--- src/rtl/decred_spi_pkg.sv ---
// Shared definitions for the Decred miner SPI register protocol (host and client models).
// A frame is {write, addr[6:0], data[7:0]}, shifted MSB first.
package decred_spi_pkg;

  localparam int FRAME_W   = 16;
  localparam int CMD_W     = 8;
  localparam int ADDR_W    = 7;
  localparam int DATA_W    = FRAME_W - CMD_W;
  localparam int WRITE_BIT = 15;

  typedef enum logic [2:0] {
    ST_IDLE  = 3'd0,
    ST_SETUP = 3'd1,
    ST_SHIFT = 3'd2,
    ST_HOLD  = 3'd3,
    ST_GAP   = 3'd4
  } spi_state_e;

  // Reads carry a zero data byte on MOSI.
  function automatic logic [FRAME_W-1:0] build_frame(
    input logic              write,
    input logic [ADDR_W-1:0] addr,
    input logic [DATA_W-1:0] wdata
  );
    return {write, addr, (write ? wdata : {DATA_W{1'b0}})};
  endfunction

endpackage

--- src/rtl/decred_sync2.sv ---
// Two-flop synchronizer for a single asynchronous bit, asynchronous active-low reset.
module decred_sync2 (
  input  logic clk,
  input  logic rst_n,
  input  logic d,
  output logic q
);

  logic meta_q;

  always_ff @(posedge clk or negedge rst_n) begin
    if (!rst_n) begin
      meta_q <= 1'b0;
      q      <= 1'b0;
    end else begin
      meta_q <= d;
      q      <= meta_q;
    end
  end

endmodule

--- src/rtl/decred_spi_host.sv ---
// SPI mode-0 master issuing one 16-bit register frame per request to the miner's SPI client,
// plus a synchronized copy of the client's interrupt line.
module decred_spi_host
  import decred_spi_pkg::*;
#(
  parameter int CLK_DIV = 4
) (
  input  logic              CLK_IN,
  input  logic              EXT_RESET_N,
  // Request handshake: a request is taken on the rising edge where REQ_VALID and
  // REQ_READY are both high; REQ_VALID may drop or change at any other time.
  input  logic              REQ_VALID,
  output logic              REQ_READY,
  input  logic              REQ_WRITE,
  input  logic [ADDR_W-1:0] REQ_ADDR,
  input  logic [DATA_W-1:0] REQ_WDATA,
  output logic              RSP_VALID,
  output logic [DATA_W-1:0] RSP_RDATA,
  output logic              SCSN_toClient,
  output logic              SCLK_toClient,
  output logic              MOSI_toClient,
  input  logic              MISO_fromClient,
  input  logic              IRQ_OUT_fromClient,
  output logic              IRQ_SYNC,
  output logic [2:0]        state_dbg
);

  localparam logic [7:0] DIV_LAST = 8'(CLK_DIV - 1);
  localparam logic [4:0] BIT_LAST = 5'(FRAME_W - 1);

  spi_state_e         state_q, state_d;
  logic [7:0]         div_q, div_d;
  logic [4:0]         bit_q, bit_d;
  logic [FRAME_W-1:0] shift_q, shift_d;
  logic [DATA_W-1:0]  rx_q, rx_d;
  logic [DATA_W-1:0]  rdata_q, rdata_d;
  logic               scsn_q, scsn_d;
  logic               sclk_q, sclk_d;
  logic               mosi_q, mosi_d;
  logic               rsp_q, rsp_d;
  logic               phase_end;
  logic [FRAME_W-1:0] req_frame;

  assign phase_end = (div_q == DIV_LAST);
  assign req_frame = build_frame(REQ_WRITE, REQ_ADDR, REQ_WDATA);

  always_ff @(posedge CLK_IN or negedge EXT_RESET_N) begin
    if (!EXT_RESET_N) begin
      state_q <= ST_IDLE;
      div_q   <= '0;
      bit_q   <= '0;
      shift_q <= '0;
      rx_q    <= '0;
      rdata_q <= '0;
      scsn_q  <= 1'b1;
      sclk_q  <= 1'b0;
      mosi_q  <= 1'b0;
      rsp_q   <= 1'b0;
    end else begin
      state_q <= state_d;
      div_q   <= div_d;
      bit_q   <= bit_d;
      shift_q <= shift_d;
      rx_q    <= rx_d;
      rdata_q <= rdata_d;
      scsn_q  <= scsn_d;
      sclk_q  <= sclk_d;
      mosi_q  <= mosi_d;
      rsp_q   <= rsp_d;
    end
  end

  // Pin values are computed one cycle ahead so the pins come straight from flops.
  always_comb begin
    state_d = state_q;
    div_d   = div_q + 8'd1;
    bit_d   = bit_q;
    shift_d = shift_q;
    rx_d    = rx_q;
    rdata_d = rdata_q;
    scsn_d  = scsn_q;
    sclk_d  = sclk_q;
    mosi_d  = mosi_q;
    rsp_d   = 1'b0;

    unique case (state_q)
      ST_IDLE: begin
        div_d = '0;
        if (REQ_VALID) begin
          state_d = ST_SETUP;
          shift_d = req_frame;
          rx_d    = '0;
          scsn_d  = 1'b0;
          mosi_d  = req_frame[WRITE_BIT];
        end
      end
      ST_SETUP: begin
        if (phase_end) begin
          state_d = ST_SHIFT;
          div_d   = '0;
          bit_d   = '0;
          sclk_d  = 1'b1;
        end
      end
      ST_SHIFT: begin
        if (phase_end) begin
          div_d = '0;
          if (sclk_q) begin
            // End of high half: sample MISO, drop SCLK and present the next bit.
            sclk_d  = 1'b0;
            if (bit_q[3]) begin
              rx_d = {rx_q[DATA_W-2:0], MISO_fromClient};
            end
            shift_d = {shift_q[FRAME_W-2:0], 1'b0};
            mosi_d  = shift_q[FRAME_W-2];
          end else if (bit_q == BIT_LAST) begin
            state_d = ST_HOLD;
          end else begin
            bit_d  = bit_q + 5'd1;
            sclk_d = 1'b1;
          end
        end
      end
      ST_HOLD: begin
        if (phase_end) begin
          state_d = ST_GAP;
          div_d   = '0;
          scsn_d  = 1'b1;
          mosi_d  = 1'b0;
          rsp_d   = 1'b1;
          rdata_d = rx_q;
        end
      end
      ST_GAP: begin
        if (phase_end) begin
          state_d = ST_IDLE;
          div_d   = '0;
        end
      end
      default: begin
        state_d = ST_IDLE;
        div_d   = '0;
        scsn_d  = 1'b1;
        sclk_d  = 1'b0;
        mosi_d  = 1'b0;
      end
    endcase
  end

  assign REQ_READY     = (state_q == ST_IDLE);
  assign RSP_VALID     = rsp_q;
  assign RSP_RDATA     = rdata_q;
  assign SCSN_toClient = scsn_q;
  assign SCLK_toClient = sclk_q;
  assign MOSI_toClient = mosi_q;
  assign state_dbg     = state_q;

  decred_sync2 u_irq_sync (
    .clk   (CLK_IN),
    .rst_n (EXT_RESET_N),
    .d     (IRQ_OUT_fromClient),
    .q     (IRQ_SYNC)
  );

endmodule

--- config.mk ---
export PLATFORM = sky130hd
export DESIGN_NAME = decred_spi_host
export DESIGN_NICKNAME = d
export VERILOG_FILES = /design/src/rtl/decred_spi_pkg.sv /design/src/rtl/decred_sync2.sv /design/src/rtl/decred_spi_host.sv
export SDC_FILE = /design/constraint.sdc
export NUM_CORES = 1
export LEC_CHECK = 0
export ABC_AREA = 1
export ABC_CLOCK_PERIOD_IN_PS = 1600
export CORE_AREA = 2 2 70 105
export DETAILED_ROUTE_END_ITERATION = 7
export DIE_AREA = 0 0 72 107
export GPL_TIMING_DRIVEN = 0
export SLEW_MARGIN = 20
export SYNTH_ARGS = -nofsm -noshare
export SYNTH_HDL_FRONTEND = slang
export SYNTH_SLANG_ARGS = --single-unit
--- constraint.sdc ---
create_clock -name CLK_IN -period 1.6 [get_ports CLK_IN]
set_clock_uncertainty 0.05 [all_clocks]
set_input_delay 0.32 -clock CLK_IN [delete_from_list [all_inputs] [get_ports CLK_IN]]
set_output_delay 0.32 -clock CLK_IN [all_outputs]
set_load 0.005 [all_outputs]
======== Yosys cells after proc, flatten, opt, wreduce, memory -nomap -nowiden ========
Index checks and enable logic that the tools add are counted.
Widths: inputs -> output; s select.
operators by class
  add/sub/neg operators ................... 2
  eq/ne operators ......................... 16
  multiplexer cells ....................... 39
  bitwise logic cells ..................... 3
  reduce and logical (&&, ||, !) cells .... 15
operator list
  cell                 number
  $mux 8               7
  $mux 15              3
  $pmux 15 s2          1
  $mux 3               7
  $mux 5               4
  $ne 2x2->1 const B   10
  $pmux 8 s2           1
  $pmux 3 s5           1
  $reduce_and 5->1     3
  $mux 1               11
  $pmux 5 s2           1
  $add 8x1->8 const B  1
  $eq 8x2->1 const B   1
  $reduce_and 7->1     1
  $eq 3x2->1 const B   2
  $pmux 1 s3           2
  $reduce_and 3->1     2
  $reduce_or 3->1      2
  $add 5x1->5 const B  1
  $eq 5x4->1 const B   1
  $pmux 1 s4           1
  $reduce_and 4->1     1
  $reduce_bool 2->1    2
  $reduce_or 4->1      1
  6 further kinds      8
word-level totals
  bits in registers ....................... 53
  input bits .............................. 21
  output and inout port bits .............. 17
  word-level logic and storage cells ...... 87

======== Logic depth before layout (Yosys ltp) ========
  depth in word-level cells ............... 5
  gate-level depth with buffers ........... 11
  mapped depth without buffers ............ 11

======== By module ========
From an unflattened synthesis, not the netlist that was laid out.
unflattened totals
  cells, all modules ...................... 321
  area total of the unflattened synthesis .. 2643.8 um^2
modules (own cells, without submodules)
  module           instances  cells an instance  area each (um^2)  sequential area each (um^2)
  decred_spi_host  1          319                2593.7            1277.5
  decred_sync2     1          2                  50.0              50.0

======== Least setup slack after synthesis ========
OpenSTA, ideal clock, no wires.
  path type ............................... flip-flop to flip-flop
  from .................................... register bit_q[0]
  to ...................................... register bit_q[3]
  library setup time ...................... 116 ps
  arrival time ............................ 1414 ps
  data required time ...................... 1434 ps
  slack ................................... 20 ps
  stages on the path, launching flop included .. 11
  path buffers ............................ 0
  period minus slack after synthesis ...... 1580 ps
  cell sequence ........................... dfrtp_1 > ha_1 > nand2_1 > nor2_1 > ha_1 > inv_1 > nand3_1 > nand2_1 > nand3_1 > nor2_1 > nor2_1
on the way
  longest elaborated chain between the ends .. 5
  elaborated cells between the ends (all ways) .. 8
  classes of those cells .................. add/sub: 1; eq/ne: 2; mux: 4; reduce/logical: 1
ends and longest elaborated chain
  element                   line                    RTL
  start: declaration        decred_spi_host.sv:33   logic [4:0] bit_q, bit_d;
  start signal: assignment  decred_spi_host.sv:62   bit_q <= bit_d;
  $add 5x1->5               decred_spi_host.sv:119  bit_d = bit_q + 5'd1;
  $mux 5                    decred_spi_host.sv:116  end else if (bit_q == BIT_LAST) begin
  $mux 5                    decred_spi_host.sv:108  if (sclk_q) begin
  $mux 5                    decred_spi_host.sv:106  if (phase_end) begin
  $pmux 5 s2                decred_spi_host.sv:86   unique case (state_q)
Parallel ways exist; a longest one is shown, timed or not. The select of a mux whose other input is x is not followed.
A chain may end at the register's enable or synchronous reset.

======== Worst setup path in the final report ========
  from .................................... register mosi_q (netlist: MOSI_toClient)
  to ...................................... output MOSI_toClient
RTL lines
  element                   line                   RTL
  start: declaration        decred_spi_host.sv:39  logic mosi_q, mosi_d;
  start signal: assignment  decred_spi_host.sv:68  mosi_q <= mosi_d;
  end: declaration          decred_spi_host.sv:21  output logic MOSI_toClient,
No word-level cell between the ends.

==> qor.csv <==
stage;metric;value;unit
status;status;complete, but fails checks;
status;failed_checks;negative hold slack;
sta;hold_viol_final;19;
grt;grt_antenna_before_repair;0;
setup_path;cp.arrival;1180;ps
cells_and_area;antennaDiodeCount;0;
logic_synthesis;synth_top_family_by_area;simple AND/OR/NAND/NOR gates;
power;ir_worst_vdd;0.000343;V
grt;grt_overflow_total;0;
grt;grt_max_degree;54;
floorplan;rows;37;
setup_path;crit_type;reg -> out;
setup_path;crit_start;MOSI_toClient;
sta;setup_ws;47.5;ps
clock_network;ctsLongestPathBuffers;2;
logic_synthesis;syn-num-nets;355;
sta;setup_viol_count_final;0;
cells_and_area;area_growth;40.9;%
setup_path;endpoint;MOSI_toClient;
grt;grt_pass1_vias;2283;
sta;rsz0062_at_grt;true;
clock_network;ctsHtreeMaxLevel;2;
place;dp_slack;-190;ps
sta;max_freq;644;MHz
power;power;2.36;mW
cells_and_area;post-route-util;55.1;%
min_path;min_path_type;in -> async;
power;leakage;1.93;nW
floorplan;coreArea;6810;um2
sta;slew_viol_final;0;
logic_synthesis;synthMuxAreaShare;0;%
logic_synthesis;synth_top_area_share;48.9;%
clock_network;clock_sinks;53;
setup_path;endpoint_kind;output port;
floorplan;die_h;107;um
sta;finalCritPeriodShare;97.0;%
drt;drc;0;
logic_synthesis;synth_edf_count;0;
place;routabilityCongestion;0.830;
power;powerDensity;629;nW/um2
floorplan;die_area;7700;um2
logic_synthesis;synth_area_leaders;dfrtp_1, nand2_1, nand3_1;
logic_synthesis;synth_xor_area_share;0.988;%
logic_synthesis;synth.avg_cell_area;8.03;um2
drt;drt_wl_total;6090;um
grt;grt_use_total;16.4;%
place;hpwl;3920;um
cells_and_area;layout.nets;431;
cells_and_area;stdcell_area;3750;um2
floorplan;die_w;72;um
logic_synthesis;synth.distinct_cells;27;
place;numPortBuffers;37;
drt;post_drt_wl_per_cell;12.5;um
setup_path;worstReg2RegStart;state_dbg[2];
logic_synthesis;yosysWarnings;0;
job;drv_cap;0;
clock_network;cts_tree;built;
cells_and_area;instances_no_fill;486;
drt;num_vias;2393;
sta;maxSlewHeadroom;54.9;%
logic_synthesis;yosysMostFrequentCell;nand2_1;
drt;firstDrtPassIters;4;
logic_synthesis;synth-compound-area-share;7.58;%
logic_synthesis;synth-seq-cells;53;
clock_network;path_clk_slew;100;ps
clock_network;clk_latency;310;ps
setup_path;path_max_fanout;2;
grt;grt_pass1_wl;10100;um
logic_synthesis;synth-main-ff-cell;dfrtp_1;
logic_synthesis;synth_area;2660;um2
setup_path;cpPeakStageDelay;500;ps
sta;period_minus_slack;1550;ps
drt;antenna_left;0;
cells_and_area;num-fill-cells;636;
clock_network;cts_root_buffer;clkbuf_8;
logic_synthesis;yosys-top-cells-count;nand2_1, dfrtp_1, inv_1;
sta;timing.hold.ws;-7.93;ps
logic_synthesis;yosys.area_share.adder;1.41;%
setup_path;r2r-end;rx_q[2];
setup_path;crit_path_start_kind;flop;
clock_network;cts_made_buffers;5;
setup_path;critPathRequiredTime;1230;ps
setup_path;worst-path-buf-inv;1;
logic_synthesis;yosysSeqAreaShare;49.9;%
place;post_dp_cell_area;3120;um2
setup_path;crit_family;buffers and inverters;
cells_and_area;drive_above_1_share;24.3;%
sta;worstMarginPinSlew;677;ps
drt;drt_iter0_drc;171;
logic_synthesis;yosysTopAreaCell;dfrtp_1;
setup_path;worst-path-stages;1;
setup_path;ff2ff_setup_slack;50;ps
floorplan;io_pins;38;
sta;setup-tns-final;0;ps
setup_path;cp_cell_sequence;clkdlybuf4s50_1;
logic_synthesis;async_flop_share;100;%
logic_synthesis;synth-simple-area-share;33.4;%
floorplan;start_util;39.1;%
place;dp_cells;446;
logic_synthesis;syn_inst;331;
drt;via_per_inst;4.92;
setup_path;crit_slowest_cell;clkdlybuf4s50_1;
setup_path;reg2regPathDepth;9;
-- what timing repair did --
| action | in CTS | in global routing |
|---|---|---|
| setup buffers | 12 | 18 |
| gates cloned | 0 | 2 |
| setup endpoints to repair | 42 | 47 |
| gates resized for setup | 20 | 53 |
| pin swaps | 2 | 16 |
| hold buffers | 0 | 0 |
-- worst reg2reg max path: stages (launching register included) --
cell,delay [ps]
dfrtp_2,450
buf_6,140
nor2_4,110
buf_12,140
nand2_8,80
a21oi_4,180
nor2_4,90
nand2_4,120
nand2_1,60
nand2_1,60
-- registers in the layout (all words and copies together), names as in the netlist --
register           cells
bit_q                  5
SCSN_toClient          1
u_irq_sync.meta_q      1
state_dbg              3
div_q                  8
shift_q               15
MOSI_toClient          1
u_irq_sync.q           1
SCLK_toClient          1
RSP_VALID              1
rx_q                   8
RSP_RDATA              8
-- power breakdown --
part	total, mW	switching (mW)	internal, mW
sequential	1.34	0.00127	1.34
combinational	0.0831	0.0360	0.0471
clock	0.932	0.462	0.470
total	2.36	0.499	1.86
-- per-layer routing --
layer / wire length [um] / track usage [%]
met1: 2550 / 18.9
met2: 3290 / 30.0
met3: 138 / 2.54
met4: 115 / 5.93
met5: 0 / 0
-- worst min path at each step --
stage	start	endpoint	slack [ps]	cells after the start
global placement	u_irq_sync.meta_q	u_irq_sync.q	280	0
floorplan	EXT_RESET_N	MOSI_toClient	-30	0
detailed placement	u_irq_sync.meta_q	u_irq_sync.q	290	0
finish	EXT_RESET_N	div_q[3]	-8	1
CTS	EXT_RESET_N	RSP_RDATA[2]	10	1
global route	EXT_RESET_N	shift_q[5]	40	1
-- layout by cell type (no fill, tap or decap), types with 5 or more instances in the layout --
master           synthesis  final
dfrtp_1                 52     49
inv_1                   28     26
nand2_2                  5     13
o21ai_0                 13      9
o21ai_1                 11     14
nand2_1                122    110
nand2_4                  3      5
clkdlybuf4s50_1          0     30
nand3_1                 25     21
buf_4                    2     24
nor2_4                   3      6
clkbuf_8                 0      5
buf_6                    4      9
nor2_1                  26     23
-- layout make-up --
| type | instances | area [um2] | share of cell area (%) |
|---|---|---|---|
| inverters | 30 | 115 | 3.07 |
| clock buffers | 5 | 68.8 | 1.84 |
| well taps | 78 | 97.6 | 2.60 |
| repair buffers | 68 | 663 | 17.7 |
| plain buffers | 7 | 86.3 | 2.30 |
| flip-flops and latches | 53 | 1330 | 35.5 |
| multi-input cells | 242 | 1340 | 35.8 |
| clock inverters | 3 | 43.8 | 1.17 |
-- cells by family after synthesis --
| kind of cell | after synthesis |
|---|---|
| flip-flops | 53 |
| AND/OR/NAND/NOR | 199 |
| XOR/XNOR | 3 |
| adder cells (fa/ha/maj) | 3 |
| AO/OA/AOI/OAI | 36 |
| buffers and inverters | 37 |
Power figures use the tool's default switching activity.
